==> src/rtl/dmem_arbiter_pkg.sv <==
// Shared types and constants for the data-memory arbiter.
//   state_e        : sequencer states (idle, memory issue, read-data capture)
//   PORT_A, PORT_B : requester indices; also the encoding of last_grant
package dmem_arb_pkg;

  typedef enum logic [1:0] {
    StIdle,
    StIssue,
    StCapture
  } state_e;

  localparam logic PORT_A = 1'b0;
  localparam logic PORT_B = 1'b1;

endpackage

==> src/rtl/dmem_arbiter_if.sv <==
// Bundle of requester-side and memory-side signals around the arbiter.
//   a_* / b_*  : request (req, we, addr, wdata) and response (gnt, rvalid, wack, rdata)
//   mem_*      : dataMemory address/write_data/memwrite/memread and read_data
//   err        : rejected-request pulse
// Modports: slave = arbiter view; master = environment view (requesters plus memory).
interface dmem_arbiter_if #(
  parameter int unsigned WIDTH = 32
) ();

  logic             a_req;
  logic             a_we;
  logic [WIDTH-1:0] a_addr;
  logic [WIDTH-1:0] a_wdata;
  logic             a_gnt;
  logic             a_rvalid;
  logic             a_wack;
  logic [WIDTH-1:0] a_rdata;

  logic             b_req;
  logic             b_we;
  logic [WIDTH-1:0] b_addr;
  logic [WIDTH-1:0] b_wdata;
  logic             b_gnt;
  logic             b_rvalid;
  logic             b_wack;
  logic [WIDTH-1:0] b_rdata;

  logic [WIDTH-1:0] mem_address;
  logic [WIDTH-1:0] mem_write_data;
  logic             mem_memwrite;
  logic             mem_memread;
  logic [WIDTH-1:0] mem_read_data;

  logic             err;

  modport slave (
    input  a_req, a_we, a_addr, a_wdata,
    input  b_req, b_we, b_addr, b_wdata,
    input  mem_read_data,
    output a_gnt, a_rvalid, a_wack, a_rdata,
    output b_gnt, b_rvalid, b_wack, b_rdata,
    output mem_address, mem_write_data, mem_memwrite, mem_memread,
    output err
  );

  modport master (
    output a_req, a_we, a_addr, a_wdata,
    output b_req, b_we, b_addr, b_wdata,
    output mem_read_data,
    input  a_gnt, a_rvalid, a_wack, a_rdata,
    input  b_gnt, b_rvalid, b_wack, b_rdata,
    input  mem_address, mem_write_data, mem_memwrite, mem_memread,
    input  err
  );

endinterface

==> src/rtl/dmem_arbiter_rr_arb2.sv <==
// Combinational two-way round-robin grant.
//   req[1:0]   : request from PORT_B (bit 1) and PORT_A (bit 0)
//   last_grant : port granted most recently; loses a tie
//   valid      : at least one request present
//   grant      : winning port index (meaningful only when valid)
module rr_arb2
  import dmem_arb_pkg::*;
(
  input  logic [1:0] req,
  input  logic       last_grant,
  output logic       valid,
  output logic       grant
);

  always_comb begin
    valid = |req;
    grant = PORT_A;
    case (req)
      2'b01:   grant = PORT_A;
      2'b10:   grant = PORT_B;
      2'b11:   grant = ~last_grant;
      default: grant = PORT_A;
    endcase
  end

endmodule

==> src/rtl/dmem_arbiter.sv <==
// Round-robin arbiter and sequencer for the single-port data memory.
// Serialises port A / port B requests onto dataMemory and absorbs its one-cycle
// registered read latency. All outputs are registered.
//   clk, rst_n : clock (rising edge) and asynchronous active-low reset
//   bus        : dmem_arbiter_if.slave (requester ports, memory ports, err)
// Build option ADDR_CHECK_EN: when defined, a winner with addr >= DEPTH gets gnt and
// err together and no memory access; otherwise err is held at 0.
module dmem_arbiter
  import dmem_arb_pkg::*;
#(
  parameter int unsigned WIDTH = 32,
  parameter int unsigned DEPTH = 256
) (
  input logic            clk,
  input logic            rst_n,
  dmem_arbiter_if.slave  bus
);

  if (DEPTH == 0) begin : g_bad_depth
    $error("DEPTH must be nonzero");
  end

  state_e           state_q, state_d;
  logic             last_grant_q, last_grant_d;
  logic             port_q, port_d;
  logic             we_q, we_d;
  logic [WIDTH-1:0] addr_q, addr_d;
  logic [WIDTH-1:0] wdata_q, wdata_d;
  logic             a_gnt_q, a_gnt_d, b_gnt_q, b_gnt_d;
  logic             a_rvalid_q, a_rvalid_d, b_rvalid_q, b_rvalid_d;
  logic             a_wack_q, a_wack_d, b_wack_q, b_wack_d;
  logic [WIDTH-1:0] a_rdata_q, a_rdata_d, b_rdata_q, b_rdata_d;
  logic             memwrite_q, memwrite_d, memread_q, memread_d;
  logic             err_q, err_d;

  logic             arb_valid, arb_grant;
  logic             win_we;
  logic [WIDTH-1:0] win_addr, win_wdata;
  logic             reject;

  rr_arb2 u_rr_arb2 (
    .req        ({bus.b_req, bus.a_req}),
    .last_grant (last_grant_q),
    .valid      (arb_valid),
    .grant      (arb_grant)
  );

  assign win_we    = (arb_grant == PORT_B) ? bus.b_we    : bus.a_we;
  assign win_addr  = (arb_grant == PORT_B) ? bus.b_addr  : bus.a_addr;
  assign win_wdata = (arb_grant == PORT_B) ? bus.b_wdata : bus.a_wdata;

`ifdef ADDR_CHECK_EN
  assign reject = (win_addr >= WIDTH'(DEPTH));
`else
  assign reject = 1'b0;
`endif

  always_comb begin
    state_d      = state_q;
    last_grant_d = last_grant_q;
    port_d       = port_q;
    we_d         = we_q;
    addr_d       = addr_q;
    wdata_d      = wdata_q;
    a_gnt_d      = 1'b0;
    b_gnt_d      = 1'b0;
    a_rvalid_d   = 1'b0;
    b_rvalid_d   = 1'b0;
    a_wack_d     = 1'b0;
    b_wack_d     = 1'b0;
    a_rdata_d    = a_rdata_q;
    b_rdata_d    = b_rdata_q;
    memwrite_d   = 1'b0;
    memread_d    = 1'b0;
    err_d        = 1'b0;
    case (state_q)
      StIdle: begin
        if (arb_valid) begin
          last_grant_d = arb_grant;
          port_d       = arb_grant;
          we_d         = win_we;
          addr_d       = win_addr;
          wdata_d      = win_wdata;
          a_gnt_d      = (arb_grant == PORT_A);
          b_gnt_d      = (arb_grant == PORT_B);
          if (reject) begin
            // Accepted and dropped: stay idle, no memory strobe.
            err_d = 1'b1;
          end else begin
            // Strobes are registered here so they are live during StIssue.
            state_d    = StIssue;
            memwrite_d = win_we;
            memread_d  = ~win_we;
          end
        end
      end
      StIssue: begin
        if (we_q) begin
          state_d  = StIdle;
          a_wack_d = (port_q == PORT_A);
          b_wack_d = (port_q == PORT_B);
        end else begin
          state_d = StCapture;
        end
      end
      StCapture: begin
        state_d = StIdle;
        if (port_q == PORT_A) begin
          a_rdata_d  = bus.mem_read_data;
          a_rvalid_d = 1'b1;
        end else begin
          b_rdata_d  = bus.mem_read_data;
          b_rvalid_d = 1'b1;
        end
      end
      default: state_d = StIdle;
    endcase
  end

  always_ff @(posedge clk or negedge rst_n) begin
    if (!rst_n) begin
      state_q      <= StIdle;
      last_grant_q <= PORT_B;  // port A wins the first tie
      port_q       <= PORT_A;
      we_q         <= 1'b0;
      addr_q       <= '0;
      wdata_q      <= '0;
      a_gnt_q      <= 1'b0;
      b_gnt_q      <= 1'b0;
      a_rvalid_q   <= 1'b0;
      b_rvalid_q   <= 1'b0;
      a_wack_q     <= 1'b0;
      b_wack_q     <= 1'b0;
      a_rdata_q    <= '0;
      b_rdata_q    <= '0;
      memwrite_q   <= 1'b0;
      memread_q    <= 1'b0;
      err_q        <= 1'b0;
    end else begin
      state_q      <= state_d;
      last_grant_q <= last_grant_d;
      port_q       <= port_d;
      we_q         <= we_d;
      addr_q       <= addr_d;
      wdata_q      <= wdata_d;
      a_gnt_q      <= a_gnt_d;
      b_gnt_q      <= b_gnt_d;
      a_rvalid_q   <= a_rvalid_d;
      b_rvalid_q   <= b_rvalid_d;
      a_wack_q     <= a_wack_d;
      b_wack_q     <= b_wack_d;
      a_rdata_q    <= a_rdata_d;
      b_rdata_q    <= b_rdata_d;
      memwrite_q   <= memwrite_d;
      memread_q    <= memread_d;
      err_q        <= err_d;
    end
  end

  assign bus.a_gnt          = a_gnt_q;
  assign bus.b_gnt          = b_gnt_q;
  assign bus.a_rvalid       = a_rvalid_q;
  assign bus.b_rvalid       = b_rvalid_q;
  assign bus.a_wack         = a_wack_q;
  assign bus.b_wack         = b_wack_q;
  assign bus.a_rdata        = a_rdata_q;
  assign bus.b_rdata        = b_rdata_q;
  assign bus.mem_address    = addr_q;
  assign bus.mem_write_data = wdata_q;
  assign bus.mem_memwrite   = memwrite_q;
  assign bus.mem_memread    = memread_q;
  assign bus.err            = err_q;

endmodule

==> src/flat_wrapper.sv <==
// flat-port wrapper written by rule: the top's interface ports become plain ports
module dmem_arbiter_flat import dmem_arb_pkg::*;
#(
  parameter int unsigned WIDTH = 32,
  parameter int unsigned DEPTH = 256
)
  (clk, rst_n, bus_a_req, bus_a_we, bus_a_addr, bus_a_wdata, bus_b_req, bus_b_we, bus_b_addr, bus_b_wdata, bus_mem_read_data, bus_a_gnt, bus_a_rvalid, bus_a_wack, bus_a_rdata, bus_b_gnt, bus_b_rvalid, bus_b_wack, bus_b_rdata, bus_mem_address, bus_mem_write_data, bus_mem_memwrite, bus_mem_memread, bus_err);
  dmem_arbiter_if #(.WIDTH(WIDTH)) bus_i ();
  input logic clk;
  input logic rst_n;
  input wire logic [$bits(bus_i.a_req)-1:0] bus_a_req;
  input wire logic [$bits(bus_i.a_we)-1:0] bus_a_we;
  input wire logic [$bits(bus_i.a_addr)-1:0] bus_a_addr;
  input wire logic [$bits(bus_i.a_wdata)-1:0] bus_a_wdata;
  input wire logic [$bits(bus_i.b_req)-1:0] bus_b_req;
  input wire logic [$bits(bus_i.b_we)-1:0] bus_b_we;
  input wire logic [$bits(bus_i.b_addr)-1:0] bus_b_addr;
  input wire logic [$bits(bus_i.b_wdata)-1:0] bus_b_wdata;
  input wire logic [$bits(bus_i.mem_read_data)-1:0] bus_mem_read_data;
  output wire logic [$bits(bus_i.a_gnt)-1:0] bus_a_gnt;
  output wire logic [$bits(bus_i.a_rvalid)-1:0] bus_a_rvalid;
  output wire logic [$bits(bus_i.a_wack)-1:0] bus_a_wack;
  output wire logic [$bits(bus_i.a_rdata)-1:0] bus_a_rdata;
  output wire logic [$bits(bus_i.b_gnt)-1:0] bus_b_gnt;
  output wire logic [$bits(bus_i.b_rvalid)-1:0] bus_b_rvalid;
  output wire logic [$bits(bus_i.b_wack)-1:0] bus_b_wack;
  output wire logic [$bits(bus_i.b_rdata)-1:0] bus_b_rdata;
  output wire logic [$bits(bus_i.mem_address)-1:0] bus_mem_address;
  output wire logic [$bits(bus_i.mem_write_data)-1:0] bus_mem_write_data;
  output wire logic [$bits(bus_i.mem_memwrite)-1:0] bus_mem_memwrite;
  output wire logic [$bits(bus_i.mem_memread)-1:0] bus_mem_memread;
  output wire logic [$bits(bus_i.err)-1:0] bus_err;
  assign bus_i.a_req = bus_a_req;
  assign bus_i.a_we = bus_a_we;
  assign bus_i.a_addr = bus_a_addr;
  assign bus_i.a_wdata = bus_a_wdata;
  assign bus_i.b_req = bus_b_req;
  assign bus_i.b_we = bus_b_we;
  assign bus_i.b_addr = bus_b_addr;
  assign bus_i.b_wdata = bus_b_wdata;
  assign bus_i.mem_read_data = bus_mem_read_data;
  assign bus_a_gnt = bus_i.a_gnt;
  assign bus_a_rvalid = bus_i.a_rvalid;
  assign bus_a_wack = bus_i.a_wack;
  assign bus_a_rdata = bus_i.a_rdata;
  assign bus_b_gnt = bus_i.b_gnt;
  assign bus_b_rvalid = bus_i.b_rvalid;
  assign bus_b_wack = bus_i.b_wack;
  assign bus_b_rdata = bus_i.b_rdata;
  assign bus_mem_address = bus_i.mem_address;
  assign bus_mem_write_data = bus_i.mem_write_data;
  assign bus_mem_memwrite = bus_i.mem_memwrite;
  assign bus_mem_memread = bus_i.mem_memread;
  assign bus_err = bus_i.err;
  dmem_arbiter #(.WIDTH(WIDTH), .DEPTH(DEPTH)) u_core (.clk(clk), .rst_n(rst_n), .bus(bus_i));
endmodule
==> config.mk <==
export PLATFORM = sky130hd
export DESIGN_NAME = dmem_arbiter_flat
export DESIGN_NICKNAME = d
export VERILOG_FILES = /design/src/rtl/dmem_arbiter_pkg.sv /design/src/rtl/dmem_arbiter_if.sv /design/src/rtl/dmem_arbiter_rr_arb2.sv /design/src/rtl/dmem_arbiter.sv /design/src/flat_wrapper.sv
export SDC_FILE = /design/constraint.sdc
export NUM_CORES = 1
export LEC_CHECK = 0
export CAP_MARGIN = 5
export CORE_ASPECT_RATIO = 1.4
export CORE_MARGIN = 1.5
export CORE_UTILIZATION = 36
export DETAILED_ROUTE_END_ITERATION = 16
export GPL_TIMING_DRIVEN = 0
export PLACE_DENSITY_LB_ADDON = 0.15
export SLEW_MARGIN = 30
export SYNTH_ARGS = -nofsm -noshare
export SYNTH_HDL_FRONTEND = slang
export SYNTH_SLANG_ARGS = --single-unit
==> constraint.sdc <==
create_clock -name clk -period 1.4 [get_ports clk]
set_input_delay 0.14 -clock clk [delete_from_list [all_inputs] [get_ports clk]]
set_output_delay 0.14 -clock clk [all_outputs]
set_load 0.02 [all_outputs]
==> impl_metrics.yaml, run 1 <==
outcome:
  status: "finished, violations left"
  failed_checks: "negative setup slack"
critical_path:
  reg2reg_from: "u_core.state_q[0]"
  critPathMaxStageDelay_ps: 430
  cp.arrival_ps: 1850
  crit_required_ps: 1690
  cp_max_fo: 8
  crit_path_top_delay_cell: "dfrtp_2"
  cp-start-kind: "register"
  crit-reg2reg-capture: "u_core.bus.mem_address[13]"
  r2r_setup_slack_ps: -160
  cp-end-kind: "register"
  r2r.worst_path.cells: 5
  worstPathCellList: "nor2_4 > buf_8 > o21ai_4 > buf_6 > a221o_1"
  path_class: "reg2reg"
placed_design:
  gp_congestion: 0.7902
  numPortBuffers: 301
  place_ws_ps: -433.4
  dpl.hpwl_mm: 13.57
synth:
  synth_edf_count: 0
  ys_seq_area_share_pct: 61.39
  synth_area_leader_cell: "dfrtp_1"
  yosys_warnings: 0
  synth_top_area_share_pct: 60.94
  syn_inst: 391
  synth_area_leaders: "dfrtp_1, a221o_1, mux2_2"
  netlist_area_um2: 5749
  synth_area_per_cell_um2: 14.70
  ys.flop_type: "dfrtp_1"
  syn_nets: 557
  synth.distinct_cells: 26
  ys_ff_latch: 141
  synthArstFlopShare_pct: 100.0
global_routing:
  use_met2_pct: 42.35
  antenna_found_initial: 1
  gr-total-overflow: 0
  track_usage_pct: 23.97
  grt_pass1_wl_mm: 29.97
  grt_most_used_layer: "met2"
  grt_use_met3_pct: 8.426
  grt_max_degree: 73
  grt_pass1_vias: 5463
  grtUsageMet1_pct: 25.78
timing:
  finalHoldViolCount: 0
  period_needed_ps: 1564
  fin_worst_skew_ps: 10.88
  slew_headroom_pct: 64.12
  timing.hold.ws_ps: 289.9
  worst_slew_pin_slew_ps: 538.2
  rsz0062_at_grt: "yes"
  finalSetupViolCount: 129
  clock.fmax_mhz: 639.3
  min_period_over_period_pct: 111.7
  setup_ws_ps: -164.2
  slew_viol_final: 0
route:
  routed_wl_mm: 20.17
  wl_per_cell_um: 20.99
  vias: 4956
  postRouteAntennaNets: 0
  dr.pass1.iters: 4
  vias_per_cell: 5.157
  drc: 0
  drt_iter0_markers: 211
finish:
  drive_above_1_share_pct: 23.56
  num-nets-final: 918
  syn2layout_area_growth_pct: 81.89
  fill_cells: 1209
cts:
  cts_root_buffer: "clkbuf_16"
  cts_num_sinks: 141
  htree_levels: 4
  cts_made_buffers: 17
  clock_latency_ps: 410
  cts_max_path_buffers: 2
  clk_pin_slew_worst_paths_ps: 60
  cts_tree: "yes"
flow_run:
  maxCapViolCount: 0
pwr:
  ir_drop_uv: 1543
  p_leak_uw: 0.005049
  seqPwrFrac_pct: 29.1
  combPwrFrac_pct: 51.6
  power_density_nw_per_um2: 2372
  p_sw_uw: 9087
  p_int_uw: 15720
  swShare_pct: 36.64
  clkPwrFrac_pct: 19.2
die:
  num_rows: 54
  core_um2: 15610
  die_w_um: 109.8
  dieArea_um2: 16750
  io_pins: 303
  start_util_pct: 36.84
  die_h_um: 152.5
min_path:
  hp-class: "in2async"
## metrics by stage
step / TNS, ps / util (%) / total power, uW / area [um2] / instances
after floorplan: -109.3 / - / 13380 / 5749 / 391
after global placement: -761870 / 57.71 / 18860 / 9007 / 888
after detailed placement: -30520 / 57.92 / 19110 / 9040 / 889
after CTS: -12640 / 66.11 / 24600 / 10320 / 954
after global routing: -20630 / 67.00 / 26080 / 10460 / 961
final: -14680 / 67.00 / 24800 / 10460 / 961
## synth_stat cells, types with 2 or more instances
cell	count
mux2i_1	2
mux2_1	8
dfrtp_1	140
buf_4	4
clkbuf_1	4
clkbuf_2	4
a221o_1	64
nor2_1	2
and2_1	2
buf_2	6
and3_1	65
inv_1	3
a21o_1	2
buf_6	17
nor2b_1	2
mux2_2	56
## what timing repair did
action	in CTS	in global routing
gates resized for setup	240	9
pin swaps	67	5
endpoints found under the hold margin	70	0
setup buffers	15	2
endpoints found under the setup margin	261	134
hold buffers	1	0
cloned	20	4
## kinds of logic (layout without fill, tap and decap cells)
kind of cell / count (synthesis) / after routing / share of synthesized area [%]
AO/OA/AOI/OAI: 68 / 69 / 11.82
buffers and inverters: 38 / 410 / 5.179
flip-flops: 141 / 141 / 61.39
multiplexers: 66 / 66 / 12.88
other: 1 / 2 / 0.06523
AND/OR/NAND/NOR: 77 / 77 / 8.662
## power by group through the flow
stage | logic (uW) | registers, uW | clock network (uW)
finish | 12800 | 7220 | 4770
detailed placement | 11800 | 7260 | 0
global route | 13600 | 7460 | 5050
CTS | 12600 | 7200 | 4840
global placement | 11700 | 7200 | 0
floorplan | 3870 | 9510 | 0
## per-layer routing
metal / up-vias / part of all wire (%)
met3: 36 / 9.3
li1: 2226 / -
met1: 2423 / 37
met4: 0 / 2.8
met2: 271 / 51
met5: - / 0
## cell usage in the layout, fill, tap and decap left out, types with 3 or more instances in the layout
cell | netlist | layout
and3_1 | 65 | 62
buf_8 | 0 | 11
bufinv_16 | 0 | 4
and3_4 | 1 | 4
clkinvlp_4 | 0 | 3
buf_16 | 0 | 7
mux2_4 | 0 | 32
buf_4 | 4 | 10
mux2_2 | 56 | 32
inv_1 | 3 | 3
buf_6 | 17 | 22
clkbuf_8 | 0 | 5
clkbuf_16 | 0 | 22
clkdlybuf4s50_1 | 0 | 163
a221o_1 | 64 | 64
buf_12 | 0 | 7
dfrtp_1 | 140 | 138
dlygate4sd2_1 | 0 | 136
clkinv_4 | 0 | 3
## worst max-delay path: cells and delay by family, from the launching register on
kind	cells	cell delay, ps
compound gates	2	460
simple gates	1	200
flops	1	430
buf+inv	2	330
## sequential cells by signal, summed over array words and instances, names as in the netlist
register / count
u_core.bus.a_rdata: 32
u_core.bus.b_rdata: 32
u_core.bus.mem_address: 32
u_core.bus.mem_write_data: 32
u_core.state_q: 2
u_core.bus.a_gnt: 1
u_core.bus.a_rvalid: 1
u_core.bus.a_wack: 1
u_core.bus.b_gnt: 1
u_core.bus.b_rvalid: 1
u_core.bus.b_wack: 1
u_core.bus.mem_memread: 1
u_core.bus.mem_memwrite: 1
u_core.last_grant_q: 1
u_core.port_q: 1
u_core.we_q: 1
## final cells by class
class                   instances  area, um2  area share [%]
clock buffers                  19      432.9           4.140
plain buffers                  33      434.2           4.152
repair buffers                343       3526           33.72
inverters                       3      11.26          0.1077
flip-flops and latches        141       3532           33.78
diodes                          1      2.502         0.02393
clock inverters                12      186.4           1.783
multi-input cells             213       2087           19.96
well taps                     196      245.2           2.345
## worst max path at each step
stage               cells after the start  slack, ps                             to                 from
floorplan                               5         -3  u_core.bus.mem_write_data[10]  u_core.last_grant_q
global placement                        1      -5220   u_core.bus.mem_write_data[0]                rst_n
detailed placement                      6       -430     u_core.bus.mem_address[19]            bus_b_req
CTS                                     5       -190     u_core.bus.mem_address[10]    u_core.state_q[1]
global route                            5       -210     u_core.bus.mem_address[16]    u_core.state_q[0]
finish                                  5       -160     u_core.bus.mem_address[13]    u_core.state_q[0]
No activity file was read; power rests on OpenSTA's default activity.
==> run 2: changes to the inputs <==
==> constraint.sdc (replaced) <==
create_clock -name clk -period 1.4 [get_ports clk]
set_input_delay 0.14 -clock clk [delete_from_list [all_inputs] [get_ports clk]]
set_output_delay 0.14 -clock clk [all_outputs]
set_load 0.1 [all_outputs]
==> run 2 against run 1 <==
  * The run still ends with negative setup slack left
  * Worst setup slack better by 29 ps
  * Die area stayed put
  * Sequential share of layout area is 2.5 points higher
  * Register-to-register slack better by 30 ps
  * Cell area is 6.9% lower
  * Clock skew is 2.4 ps lower
  * Global-route usage is 1.8 points lower
  * Critical path depth stayed put
  * Via count is 0.99% lower
  * Wire length is 4.1% lower
  * Hold slack worse by 3.9 ps
  * First-iteration DRC count is 0.95% higher
  * Critical endpoint is now u_core.bus.a_rdata[25]
  * Highest routed layer unchanged
==> impl_metrics.yaml, run 2 (synthesized netlist as in run 1, its figures left out) <==
die:
  die_h_um: 152.5
  num_rows: 54
  core_um2: 15610
  dieArea_um2: 16750
  die_w_um: 109.8
  start_util_pct: 36.84
  io_pins: 303
timing:
  period_needed_ps: 1535
  fin_worst_skew_ps: 8.474
  finalHoldViolCount: 0
  rsz0062_at_grt: "yes"
  worst_slew_pin_slew_ps: 546.7
  slew_viol_final: 0
  slew_headroom_pct: 63.55
  setup_ws_ps: -135.0
  clock.fmax_mhz: 651.5
  finalSetupViolCount: 128
  min_period_over_period_pct: 109.6
cts:
  cts_max_path_buffers: 2
  cts_tree: "yes"
  cts_root_buffer: "clkbuf_16"
  clk_pin_slew_worst_paths_ps: 70
  cts_made_buffers: 17
  cts_num_sinks: 141
  clock_latency_ps: 400
  htree_levels: 4
global_routing:
  gr-total-overflow: 0
  grt_pass1_vias: 5178
  grt_pass1_wl_mm: 27.90
  grt_max_degree: 73
  antenna_found_initial: 1
  track_usage_pct: 22.13
finish:
  stdcell_count: 952
  num-nets-final: 908
  post-route-cell-area_um2: 9736
  drive_above_1_share_pct: 40.66
  final_cell_mix: "clkdlybuf4s50_1, dfrtp_1, buf_2"
  final_common_cell: "clkdlybuf4s50_1"
  syn2layout_area_growth_pct: 69.34
  fin_util_pct: 62.38
flow_run:
  maxCapViolCount: 0
placed_design:
  dpl.hpwl_mm: 13.57
  placed_cell_area_um2: 8995
  placedCellCount: 889
  numPortBuffers: 301
  place_ws_ps: -445.5
  gp_congestion: 0.7902
route:
  vias_per_cell: 5.154
  routed_wl_mm: 19.34
  drc: 0
  postRouteAntennaNets: 0
  wl_per_cell_um: 20.32
  dr.pass1.iters: 5
  drt_iter0_markers: 213
  vias: 4907
outcome:
  status: "finished, violations left"
  failed_checks: "negative setup slack"
critical_path:
  crit_required_ps: 1680
  cp.arrival_ps: 1820
  path_class: "reg2reg"
  cp-end-kind: "register"
  cp-start-kind: "register"
  cp_max_fo: 10
min_path:
  hp-class: "in2async"
==> run 2: routing by layer <==
metal,track usage (%),part of all wire (%)
met1,24.78,38
met4,6.617,1.7
met5,0,0
met3,7.228,9.2
met2,39.13,51
==> run 2: repair_timing <==
item                                    in CTS  in global routing
hold endpoints to repair                    70                  0
cloned                                       5                  9
endpoints found under the setup margin     253                116
pin swaps                                   30                  3
buffers inserted                            12                  3
gates resized for setup                    682                 56
hold buffers                                 1                  0
==> run 2: final cells by class <==
type / instances / area, um2
clock inverter: 13 / 180.2
sequential: 141 / 3532
fill: 1250 / 5872
tap: 196 / 245.2
timing repair buffer: 331 / 2835
antenna: 1 / 2.502
multi-input combinational: 213 / 2053
inverter: 3 / 11.26
buffer: 35 / 422.9
clock buffer: 19 / 452.9
==> run 2: worst max-delay path, cell delays in order (launching register included) <==
cell	delay [ps]
dfrtp_2	430
buf_6	130
nor3b_4	160
buf_6	200
buf_12	150
mux2_2	330
==> run 2: per-stage QoR <==
stage	setup TNS (ps)	hold WS, ps
floorplan	-109.3	-155.6
global placement	-790670	468.3
detailed placement	-58160	143.1
CTS	-9985	302.4
global route	-16610	334.2
finish	-10420	286.0
==> run 2: path summary, 6_finish.rpt <==
check	startpoint	end	slack [ps]	cells after the start
max	u_core.state_q[0]	u_core.bus.a_rdata[25]	-130	5
min	rst_n	u_core.bus.b_rdata[6]	290	2
max reg2reg	u_core.state_q[0]	u_core.bus.a_rdata[25]	-130	5
min reg2reg	u_core.bus.b_rdata[17]	u_core.bus.b_rdata[17]	500	1
max in group asynchronous	rst_n	u_core.bus.mem_address[19]	370	3
min in group clk	bus_a_addr[1]	u_core.bus.mem_address[1]	350	2
Power of run 2 is left out: the tool's default activity adds up to more than one toggle a clock period on the data nets, which glitch-free logic cannot reach.
